--- config.mk ---
export PLATFORM = sky130hd
export DESIGN_NAME = rr_note_sequencer_flat
export DESIGN_NICKNAME = d
export VERILOG_FILES = /design/src/rtl/rr_pkg.sv /design/src/rtl/rr_note_sequencer_if.sv /design/src/rtl/rr_beat_timer.sv /design/src/rtl/rr_note_sequencer.sv /design/src/flat_wrapper.sv
export SDC_FILE = /design/constraint.sdc
export NUM_CORES = 1
export LEC_CHECK = 0
export CAP_MARGIN = 15
export CORE_MARGIN = 2
export CORE_UTILIZATION = 45
export DETAILED_ROUTE_END_ITERATION = 10
export DONT_BUFFER_PORTS = 1
export PLACE_DENSITY = 0.66
export SYNTH_ARGS = -nofsm -noshare
export SYNTH_HDL_FRONTEND = slang
export SYNTH_SLANG_ARGS = --single-unit
--- constraint.sdc ---
create_clock -name clock -period 3.7 [get_ports clock]
set_input_delay 0.555 -clock clock [delete_from_list [all_inputs] [get_ports clock]]
set_output_delay 0.555 -clock clock [all_outputs]
set_load 0.02 [all_outputs]
--- src/rtl/rr_pkg.sv ---
// -----------------------------------------------------------------------------
// rr_pkg
// Shared types for the RR_Module note sequencer.
//   rr_state_e : sequencer FSM states (GAP is only reachable when the
//                RR_SEQ_GAP_EN build macro is defined)
//   rr_note_t  : one song ROM entry {dur, pitch} at the default widths
//   END_MARKER : duration code that terminates a song
// -----------------------------------------------------------------------------
package rr_pkg;

    localparam int RR_PITCH_W = 8;
    localparam int RR_DUR_W   = 4;

    typedef enum logic [2:0] {
        ST_IDLE  = 3'd0,
        ST_FETCH = 3'd1,
        ST_WAIT  = 3'd2,
        ST_PLAY  = 3'd3,
        ST_GAP   = 3'd4
    } rr_state_e;

    typedef struct packed {
        logic [RR_DUR_W-1:0]   dur;
        logic [RR_PITCH_W-1:0] pitch;
    } rr_note_t;

    localparam logic [RR_DUR_W-1:0] END_MARKER = 4'd0;

endpackage

--- src/rtl/rr_note_sequencer_if.sv ---
// -----------------------------------------------------------------------------
// rr_note_sequencer_if
// Bundles the sequencer's control handshake, song ROM bus and tone generator
// outputs.
//   master : the sequencer (drives rom_addr, tone_*, note_strobe, busy, done)
//   slave  : the surrounding module / ROM (drives start, stop, loop, rom_data)
// -----------------------------------------------------------------------------
interface rr_note_sequencer_if #(
    parameter int ADDR_W  = 6,
    parameter int PITCH_W = 8,
    parameter int DUR_W   = 4
);
    logic                       start;
    logic                       stop;
    logic                       loop;
    logic [ADDR_W-1:0]          rom_addr;
    logic [DUR_W+PITCH_W-1:0]   rom_data;
    logic [PITCH_W-1:0]         tone_pitch;
    logic                       tone_en;
    logic                       note_strobe;
    logic                       busy;
    logic                       done;

    modport master (
        input  start, stop, loop, rom_data,
        output rom_addr, tone_pitch, tone_en, note_strobe, busy, done
    );

    modport slave (
        output start, stop, loop, rom_data,
        input  rom_addr, tone_pitch, tone_en, note_strobe, busy, done
    );
endinterface

--- src/rtl/rr_beat_timer.sv ---
// -----------------------------------------------------------------------------
// rr_beat_timer
// BEAT_CYCLES prescaler. load_i restarts a beat; while en_i is high the
// counter runs down and beat_tick_o pulses for one cycle on the last cycle
// of every beat, after which the counter reloads itself.
//   clock, reset  : system clock, synchronous active-high reset
//   load_i        : start a fresh beat (wins over en_i)
//   en_i          : count this cycle
//   beat_tick_o   : last cycle of the current beat
// -----------------------------------------------------------------------------
module rr_beat_timer #(
    parameter int BEAT_CYCLES = 1000
) (
    input  logic clock,
    input  logic reset,
    input  logic load_i,
    input  logic en_i,
    output logic beat_tick_o
);
    localparam int              CNT_W  = (BEAT_CYCLES > 1) ? $clog2(BEAT_CYCLES) : 1;
    localparam logic [CNT_W-1:0] RELOAD = CNT_W'(BEAT_CYCLES - 1);
    localparam logic [CNT_W-1:0] ZERO   = CNT_W'(0);
    localparam logic [CNT_W-1:0] ONE    = CNT_W'(1);

    logic [CNT_W-1:0] cnt_q;
    logic [CNT_W-1:0] cnt_d;

    // Next count: load, run down with self-reload, or hold.
    always_comb begin
        cnt_d = cnt_q;
        if (load_i) begin
            cnt_d = RELOAD;
        end else if (en_i) begin
            if (cnt_q == ZERO) begin
                cnt_d = RELOAD;
            end else begin
                cnt_d = cnt_q - ONE;
            end
        end else begin
            cnt_d = cnt_q;
        end
    end

    // Count register.
    always_ff @(posedge clock) begin
        if (reset) begin
            cnt_q <= ZERO;
        end else begin
            cnt_q <= cnt_d;
        end
    end

    assign beat_tick_o = en_i & ~load_i & (cnt_q == ZERO);

endmodule

--- src/rtl/rr_note_sequencer.sv ---
// -----------------------------------------------------------------------------
// rr_note_sequencer
// Walks a song ROM of {dur, pitch} entries and drives the tone generator.
// Each note sounds for dur*BEAT_CYCLES cycles; dur==0 or finishing the last
// ROM address ends the song (restart at 0 when loop is high, else pulse done).
// Build macro RR_SEQ_GAP_EN: adds GAP_CYCLES of silence after each note.
// Ports:
//   clock, reset : system clock, synchronous active-high reset
//   bus (master) : start/stop/loop in, rom_addr out / rom_data in,
//                  tone_pitch/tone_en/note_strobe out, busy/done out
// All bus outputs are registered.
// -----------------------------------------------------------------------------
module rr_note_sequencer
    import rr_pkg::*;
#(
    parameter int ADDR_W      = 6,
    parameter int PITCH_W     = 8,
    parameter int DUR_W       = 4,
    parameter int BEAT_CYCLES = 1000,
    parameter int GAP_CYCLES  = 8
) (
    input  logic                   clock,
    input  logic                   reset,
    rr_note_sequencer_if.master    bus
);
    localparam logic [ADDR_W-1:0] ADDR_ZERO = ADDR_W'(0);
    localparam logic [ADDR_W-1:0] ADDR_ONE  = ADDR_W'(1);
    localparam logic [ADDR_W-1:0] ADDR_LAST = {ADDR_W{1'b1}};
    localparam logic [DUR_W-1:0]  DUR_ONE   = DUR_W'(1);
    localparam logic [DUR_W-1:0]  DUR_END   = DUR_W'(END_MARKER);

    rr_state_e            state_q, state_d;
    logic [ADDR_W-1:0]    addr_q, addr_d;
    logic [PITCH_W-1:0]   pitch_q, pitch_d;
    logic                 tone_en_q, tone_en_d;
    logic                 strobe_q, strobe_d;
    logic                 busy_q, busy_d;
    logic                 done_q, done_d;
    logic [DUR_W-1:0]     dur_q, dur_d;

    logic                 timer_load_s;
    logic                 timer_en_s;
    logic                 beat_tick_s;
    logic                 abort_s;
    logic                 end_song_s;
    logic                 advance_s;

    logic [DUR_W-1:0]     entry_dur_s;
    logic [PITCH_W-1:0]   entry_pitch_s;

    assign entry_dur_s   = bus.rom_data[DUR_W+PITCH_W-1:PITCH_W];
    assign entry_pitch_s = bus.rom_data[PITCH_W-1:0];

`ifdef RR_SEQ_GAP_EN
    localparam int              GAP_W      = (GAP_CYCLES > 1) ? $clog2(GAP_CYCLES) : 1;
    localparam logic [GAP_W-1:0] GAP_RELOAD = GAP_W'(GAP_CYCLES - 1);
    localparam logic [GAP_W-1:0] GAP_ZERO   = GAP_W'(0);
    localparam logic [GAP_W-1:0] GAP_ONE    = GAP_W'(1);
    logic [GAP_W-1:0] gap_q, gap_d;
`endif

    rr_beat_timer #(
        .BEAT_CYCLES (BEAT_CYCLES)
    ) u_beat_timer (
        .clock       (clock),
        .reset       (reset),
        .load_i      (timer_load_s),
        .en_i        (timer_en_s),
        .beat_tick_o (beat_tick_s)
    );

    // Next-state and output decode. Each state raises abort/end_song/advance
    // flags; the common actions for those are resolved after the case so stop
    // always overrides everything else.
    always_comb begin
        state_d      = state_q;
        addr_d       = addr_q;
        pitch_d      = pitch_q;
        tone_en_d    = tone_en_q;
        strobe_d     = 1'b0;
        busy_d       = busy_q;
        done_d       = 1'b0;
        dur_d        = dur_q;
        timer_load_s = 1'b0;
        timer_en_s   = 1'b0;
        abort_s      = 1'b0;
        end_song_s   = 1'b0;
        advance_s    = 1'b0;
`ifdef RR_SEQ_GAP_EN
        gap_d        = gap_q;
`endif

        case (state_q)
            ST_IDLE: begin
                // stop beats a simultaneous start.
                if (bus.start && !bus.stop) begin
                    state_d = ST_FETCH;
                    addr_d  = ADDR_ZERO;
                    busy_d  = 1'b1;
                end else begin
                    state_d = ST_IDLE;
                end
            end
            ST_FETCH: begin
                if (bus.stop) begin
                    abort_s = 1'b1;
                end else begin
                    state_d = ST_WAIT;
                end
            end
            ST_WAIT: begin
                if (bus.stop) begin
                    abort_s = 1'b1;
                end else if (entry_dur_s == DUR_END) begin
                    end_song_s = 1'b1;
                end else begin
                    pitch_d      = entry_pitch_s;
                    dur_d        = entry_dur_s;
                    tone_en_d    = 1'b1;
                    strobe_d     = 1'b1;
                    timer_load_s = 1'b1;
                    state_d      = ST_PLAY;
                end
            end
            ST_PLAY: begin
                timer_en_s = 1'b1;
                if (bus.stop) begin
                    abort_s = 1'b1;
                end else if (beat_tick_s) begin
                    // The note ends on the tick that completes its last beat.
                    if (dur_q == DUR_ONE) begin
                        tone_en_d = 1'b0;
                        dur_d     = DUR_W'(0);
`ifdef RR_SEQ_GAP_EN
                        gap_d     = GAP_RELOAD;
                        state_d   = ST_GAP;
`else
                        advance_s = 1'b1;
`endif
                    end else begin
                        dur_d = dur_q - DUR_ONE;
                    end
                end else begin
                    state_d = ST_PLAY;
                end
            end
`ifdef RR_SEQ_GAP_EN
            ST_GAP: begin
                if (bus.stop) begin
                    abort_s = 1'b1;
                end else if (gap_q == GAP_ZERO) begin
                    advance_s = 1'b1;
                end else begin
                    gap_d = gap_q - GAP_ONE;
                end
            end
`endif
            default: begin
                abort_s = 1'b1;
            end
        endcase

        // Moving past the last address is an end of song, never a wrap.
        if (advance_s) begin
            if (addr_q == ADDR_LAST) begin
                end_song_s = 1'b1;
            end else begin
                addr_d  = addr_q + ADDR_ONE;
                state_d = ST_FETCH;
            end
        end else begin
            advance_s = 1'b0;
        end

        if (end_song_s) begin
            tone_en_d = 1'b0;
            addr_d    = ADDR_ZERO;
            if (bus.loop) begin
                state_d = ST_FETCH;
            end else begin
                done_d  = 1'b1;
                busy_d  = 1'b0;
                state_d = ST_IDLE;
            end
        end else begin
            end_song_s = 1'b0;
        end

        if (abort_s) begin
            state_d   = ST_IDLE;
            tone_en_d = 1'b0;
            strobe_d  = 1'b0;
            addr_d    = ADDR_ZERO;
            busy_d    = 1'b0;
            done_d    = 1'b0;
        end else begin
            abort_s = 1'b0;
        end
    end

    // State and registered-output update.
    always_ff @(posedge clock) begin
        if (reset) begin
            state_q   <= ST_IDLE;
            addr_q    <= ADDR_ZERO;
            pitch_q   <= PITCH_W'(0);
            tone_en_q <= 1'b0;
            strobe_q  <= 1'b0;
            busy_q    <= 1'b0;
            done_q    <= 1'b0;
            dur_q     <= DUR_W'(0);
        end else begin
            state_q   <= state_d;
            addr_q    <= addr_d;
            pitch_q   <= pitch_d;
            tone_en_q <= tone_en_d;
            strobe_q  <= strobe_d;
            busy_q    <= busy_d;
            done_q    <= done_d;
            dur_q     <= dur_d;
        end
    end

`ifdef RR_SEQ_GAP_EN
    // Silence counter between notes.
    always_ff @(posedge clock) begin
        if (reset) begin
            gap_q <= GAP_ZERO;
        end else begin
            gap_q <= gap_d;
        end
    end
`endif

    assign bus.rom_addr    = addr_q;
    assign bus.tone_pitch  = pitch_q;
    assign bus.tone_en     = tone_en_q;
    assign bus.note_strobe = strobe_q;
    assign bus.busy        = busy_q;
    assign bus.done        = done_q;

endmodule

--- src/flat_wrapper.sv ---
// flat-port wrapper written by rule: the top's interface ports become plain ports
module rr_note_sequencer_flat import rr_pkg::*;
#(
    parameter int ADDR_W      = 6,
    parameter int PITCH_W     = 8,
    parameter int DUR_W       = 4,
    parameter int BEAT_CYCLES = 1000,
    parameter int GAP_CYCLES  = 8
)
  (clock, reset, bus_start, bus_stop, bus_loop, bus_rom_data, bus_rom_addr, bus_tone_pitch, bus_tone_en, bus_note_strobe, bus_busy, bus_done);
  rr_note_sequencer_if #(.ADDR_W(ADDR_W), .PITCH_W(PITCH_W), .DUR_W(DUR_W)) bus_i ();
  input  logic clock;
  input  logic reset;
  input wire logic [$bits(bus_i.start)-1:0] bus_start;
  input wire logic [$bits(bus_i.stop)-1:0] bus_stop;
  input wire logic [$bits(bus_i.loop)-1:0] bus_loop;
  input wire logic [$bits(bus_i.rom_data)-1:0] bus_rom_data;
  output wire logic [$bits(bus_i.rom_addr)-1:0] bus_rom_addr;
  output wire logic [$bits(bus_i.tone_pitch)-1:0] bus_tone_pitch;
  output wire logic [$bits(bus_i.tone_en)-1:0] bus_tone_en;
  output wire logic [$bits(bus_i.note_strobe)-1:0] bus_note_strobe;
  output wire logic [$bits(bus_i.busy)-1:0] bus_busy;
  output wire logic [$bits(bus_i.done)-1:0] bus_done;
  assign bus_i.start = bus_start;
  assign bus_i.stop = bus_stop;
  assign bus_i.loop = bus_loop;
  assign bus_i.rom_data = bus_rom_data;
  assign bus_rom_addr = bus_i.rom_addr;
  assign bus_tone_pitch = bus_i.tone_pitch;
  assign bus_tone_en = bus_i.tone_en;
  assign bus_note_strobe = bus_i.note_strobe;
  assign bus_busy = bus_i.busy;
  assign bus_done = bus_i.done;
  rr_note_sequencer #(.ADDR_W(ADDR_W), .PITCH_W(PITCH_W), .DUR_W(DUR_W), .BEAT_CYCLES(BEAT_CYCLES), .GAP_CYCLES(GAP_CYCLES)) u_core (.clock(clock), .reset(reset), .bus(bus_i));
endmodule
# Word level (Yosys, flattened, before mapping)
# Index checks and enable logic that the tools add are counted.
# word_totals
regBits	35
output_inout_bits	18
inputBits	17
# op_classes
mux	50
n_eq_ne	10
n_bitwise	6
reduce_logical	15
addsub	3
# ops
op	count
$mux W10	3
$mux W1	26
$mux W3	8
$mux W6	4
$mux W4	5
$pmux W3 S4	1
$logic_not A10 Y1	1
$sub A10 B1 Y10 const B	1
$reduce_or A3 Y1	3
$pmux W4 S2	1
$add A6 B1 Y6 const B	1
$eq A3 B2 Y1 const B	2
$eq A6 B6 Y1 const B	1
$ne A2 B2 Y1 const B	3
$reduce_and A6 Y1	1
$reduce_and A5 Y1	1
$eq A4 B1 Y1 const B	1
$logic_not A4 Y1	1
$ne A2 B1 Y1 const B	2
$not A1 Y1	4
$pmux W1 S2	2
$reduce_bool A2 Y1	2
$reduce_or A2 Y1	2
$sub A4 B1 Y4 const B	1
6 further kinds	7

# Longest topological paths before layout
# depth
ltp_word	13
mapped_depth	8
depth_no_buf	7

# By module
# Synthesis repeated with hierarchy kept, for this count alone.
# hier_totals
cells_unflattened	207
area_unflattened_um2	1820.5
# modules_own_cells
module	cells_each	instances	area_per_inst_um2	seq_area_each_um2
rr_note_sequencer	143	1	1268.7	500.5
rr_beat_timer	64	1	551.8	200.2

# Least setup slack after synthesis
# No wires, ideal clock.
# synth_timing
kind	input -> register
start	in bus_rom_data[9]
end	reg u_core.addr_q[0] (netlist: u_core.bus.rom_addr[0])
t_arrival_ns	1.773
setup_time_ns	0.117
required_time_ns	3.583
slack_ns	1.810
path_buffers	1
cell_stages	5
cell_sequence	or4_1 -> clkbuf_1 -> o211ai_2 -> nor3_1 -> a32o_1
# synth_between
elab_chain_len	12
# synth_lines
element	line_no	rtl
from (decl)	flat_wrapper.sv:17	input wire logic [$bits(bus_i.rom_data)-1:0] bus_rom_data;
$logic_not A4 Y1 *	rr_note_sequencer.sv:114	end else if (entry_dur_s == DUR_END) begin
$mux W1	rr_note_sequencer.sv:114	
$mux W1	rr_note_sequencer.sv:112	if (bus.stop) begin
$mux W1	rr_note_sequencer.sv:93	case (state_q)
$not A1 Y1	rr_beat_timer.sv:53	assign beat_tick_o = en_i & ~load_i & (cnt_q == ZERO);
$and A1 B1 Y1 (2 in a row)	rr_beat_timer.sv:53	
$mux W1	rr_note_sequencer.sv:129	end else if (beat_tick_s) begin
$mux W1	rr_note_sequencer.sv:127	if (bus.stop) begin
$mux W1	rr_note_sequencer.sv:93	
$mux W1	rr_note_sequencer.sv:164	if (advance_s) begin
$reduce_or A3 Y1 (no line)	n/a	
to (signal assigned)	rr_note_sequencer.sv:214	addr_q <= addr_d;
to (decl)	rr_note_sequencer.sv:33	logic [ADDR_W-1:0] addr_q, addr_d;
# Mark *: on every way between the ends. The rest lies on a longest branch, timed or not.
# A chain may end at the register's enable or synchronous reset.

# Worst setup path after layout
# layout_timing
start	reg u_core.state_q[0]
end	reg u_core.dur_q[2]
# layout_between
elab_chain_len	7
# layout_lines
element	line_no	rtl
from (decl)	rr_note_sequencer.sv:32	rr_state_e state_q, state_d;
from (signal assigned)	rr_note_sequencer.sv:213	state_q <= state_d;
$eq A3 B2 Y1	rr_note_sequencer.sv:93	
$mux W1	rr_note_sequencer.sv:93	
$not A1 Y1	rr_beat_timer.sv:53	
$and A1 B1 Y1 (2 in a row)	rr_beat_timer.sv:53	
$ne A2 B1 Y1 (no line)	n/a	
$reduce_and A5 Y1 (no line)	n/a	
to (signal assigned)	rr_note_sequencer.sv:220	dur_q <= dur_d;
to (decl)	rr_note_sequencer.sv:39	logic [DUR_W-1:0] dur_q, dur_d;
# Several ways; a longest one is shown, not always the timed one.

==> results.md <==
- Status: finished, final reports clean
- Fin. Hold Viols: 0
- Period utilization: between 50% and 60%
- GRT Total Usage: approximately 18%
- CP arrival: 2.23 ns
- H-tree depth: 2
- Cell total after placement: 256
- Number of global-route vias before repair: 1388
- Layout Area Growth over Synthesis: 5.38%
- Non-Filler Instances: 263
- Seq/Total Area, Yosys: 39.7%
- Post-DRT Antenna Nets: 0
- Syn Nets: 239
- Clk_lat worst skew: 0.28 ns
- Via Count: 1475
- Core area: roughly 3700 sq um
- # IOs: 35
- Final WL: 3640 um
- GR Overflow Total: 0
- Cts hold-fix bufs: 0
- Max-slew headroom: 61.0%
- Maxcap violations: 0
- Largest net degree at the start of global routing: 23
- Routed vias/inst: 5.61
- Fmax achieved: 488 MHz
- Area contributors post-synth: dfxtp_1, a21oi_1, nand2_1
- Worst setup SP type: register
- Initial antenna violation count: 0
- Slew Viols, Final: 0
- Count of yosys warnings during synthesis: 0
- Synth cell types: 45
- HPWL Detailed: 2620 um
- Number of antenna diodes: 0
- Die ar.: around 4400 sq um
- CTS tree: built
- Area share of the largest cell type after synthesis: 39.7%
- Leak pwr: 0.000657 uW
- Die Y: 66.7 um
- Wire per inst: between 10 and 15 um
- CP required: 3.88 ns
- Most area-hungry cell type in the Yosys netlist: dfxtp_1
- Slew @ Worst Pin: around 0.58 ns
- Maximum VDD drop: 0.000264 V
- # rows: 22
- Number of buffers added on ports: 0
- Clk root buf: clkbuf_8
- Max Clock Skew: between 0.006 and 0.007 ns
- Post-CTS Setup Inserts: 0
- RD Place Congestion: between 0.8 and 0.9
- Filler cell count: approximately 360
- Final worst-path setup slack: between 1.5 and 2 ns
- Num CTS Buffers: 5
- Post-synth design cell area: 1770 sq um
- Setup tns final: 0 ns
- Drt pass-1 iters: 4
- Share of cells above drive strength 1: under 10%
- Worst-path clk slew: 0.07 ns
- Min-delay worst type: in -> reg
- Crit end category: register
- CTS Buffer Depth: 2
- Iter 0 DRT Violations: just over 80
- Tmin final: 2.05 ns
- Flops & latches, synth: 35
- Clock Sinks: 35
- CTS resizes: 0
- PwrDens: 366 nW/um^2
- Crit-path max FO: 11
- WS Path Type: reg -> reg
- Die width: roughly 67 um
- Nets: roughly 240
- Initial Utilization: between 40% and 50%
- DRC viols: 0
- Global-route wire length before repair: slightly above 6000 um
- Syn Inst Count: 217
- Tot Pwr: roughly 680 uW
- RSZ-0062 raised after global routing: false
- Final setup vio count: 0
- Dpl ws: between 1.5 and 2 ns
- Syn Area/Cell: slightly above 8 sq um
-- state kept, by name, summed over array words and instances, names as in the netlist --
| signal | flops |
|---|---|
| u_core.u_beat_timer.cnt_q | 10 |
| u_core.bus.busy | 1 |
| u_core.state_q | 3 |
| u_core.bus.done | 1 |
| u_core.bus.tone_en | 1 |
| u_core.bus.note_strobe | 1 |
| u_core.bus.rom_addr | 6 |
| u_core.dur_q | 4 |
| u_core.bus.tone_pitch | 8 |
-- worst paths after layout --
check / start / end / slack (ns) / depth (start not counted)
setup / recovery: u_core.state_q[0] / u_core.dur_q[2] / 1.65 / 5
hold / removal: reset / u_core.u_beat_timer.cnt_q[5] / 0.33 / 1
setup reg to reg: u_core.state_q[0] / u_core.dur_q[2] / 1.65 / 5
hold reg to reg: u_core.dur_q[1] / u_core.dur_q[1] / 0.53 / 2
-- stage by stage --
step,hold slack [ns],area [sq um],utilization (%)
finish,0.329,1860,50.1
detailed placement,0.528,1770,47.7
global route,0.319,1860,50.1
floorplan,0.484,1770,-
global placement,0.510,1770,47.7
CTS,0.326,1860,50.1
-- cell usage in the layout, fill, tap and decap left out, types with 3 or more instances in the layout --
cell type,instances
inv_1,5
ha_1,5
nor3b_1,3
xnor2_1,7
clkbuf_8,6
and2_1,4
a21oi_1,22
mux2i_1,3
nor2_1,17
nand2_1,29
o21ai_0,8
nor3_1,10
nor4_1,4
nand3_1,15
dfxtp_1,35
and3_1,6
nand2b_1,4
-- power by group --
part	internal, uW	switching (uW)
sequential	379	4.11
combinational	8.05	13.6
clock	146	131
-- cell families (layout without fill, tap and decap cells) --
family	count (synthesis)	count (layout)	share of synthesized area, %
multiplexers	3	3	1.70
adder cells (fa/ha/maj)	5	5	3.54
AO/OA/AOI/OAI	49	49	17.6
flip-flops	35	35	39.7
AND/OR/NAND/NOR	102	102	29.3
buffers and inverters	14	12	4.04
other	1	1	0.212
XOR/XNOR	8	8	3.97
-- synth_stat cells (all sizes together) --
| cell type | count |
|---|---|
| nand3 | 15 |
| ha | 5 |
| a21oi | 22 |
| a31oi | 1 |
| a41o | 1 |
| inv | 5 |
| and2 | 4 |
| or4 | 1 |
| xnor2 | 7 |
| nor2 | 18 |
| xor2 | 1 |
| and3b | 1 |
| o21ai | 8 |
| a311oi | 1 |
| conb | 1 |
| o41ai | 1 |
| mux2i | 3 |
| nand2 | 29 |
| a32o | 1 |
| a21o | 2 |
| nor3b | 4 |
| nand2b | 4 |
| nand3b | 2 |
| o22ai | 1 |
| o211ai | 3 |
| a211oi | 2 |
| dfxtp | 35 |
| or3 | 2 |
| a31o | 2 |
| nor3 | 10 |
| and3 | 6 |
| or4b | 1 |
| nor4 | 4 |
| a22oi | 1 |
| clkbuf | 4 |
| o311a | 1 |
| nor4b | 1 |
| buf | 5 |
| o21bai | 1 |
| a41oi | 1 |
-- worst max-delay path, stage by stage, from the launching register on --
cell and delay (ns):
dfxtp_1 0.39, or4b_4 0.60, nor2_2 0.37, a41o_2 0.25, o21ai_0 0.10, a31o_2 0.24
-- final cells by class --
class / count / area [sq um] / share of cell area (%)
Clock buffer: 6 / 82.6 / 4.44
Tap cell: 48 / 60.1 / 3.23
Clock inverter: 1 / 5.00 / 0.269
Sequential cell: 35 / 701 / 37.6
Multi-Input combinational cell: 168 / 995 / 53.4
Inverter: 5 / 18.8 / 1.01
-- routing by layer --
layer  global-route usage [%]  part of all wire [%]  vias to the layer above  wire [um]
met2                     28.5                    46                       36       1690
met5                        0                     0                        -          0
met1                     23.6                    47                      668       1700
met4                     5.87                  0.27                        0         10
li1                         -                     -                      769          -
met3                     5.24                   6.6                        2        239
Power figures use the tool's default switching activity.
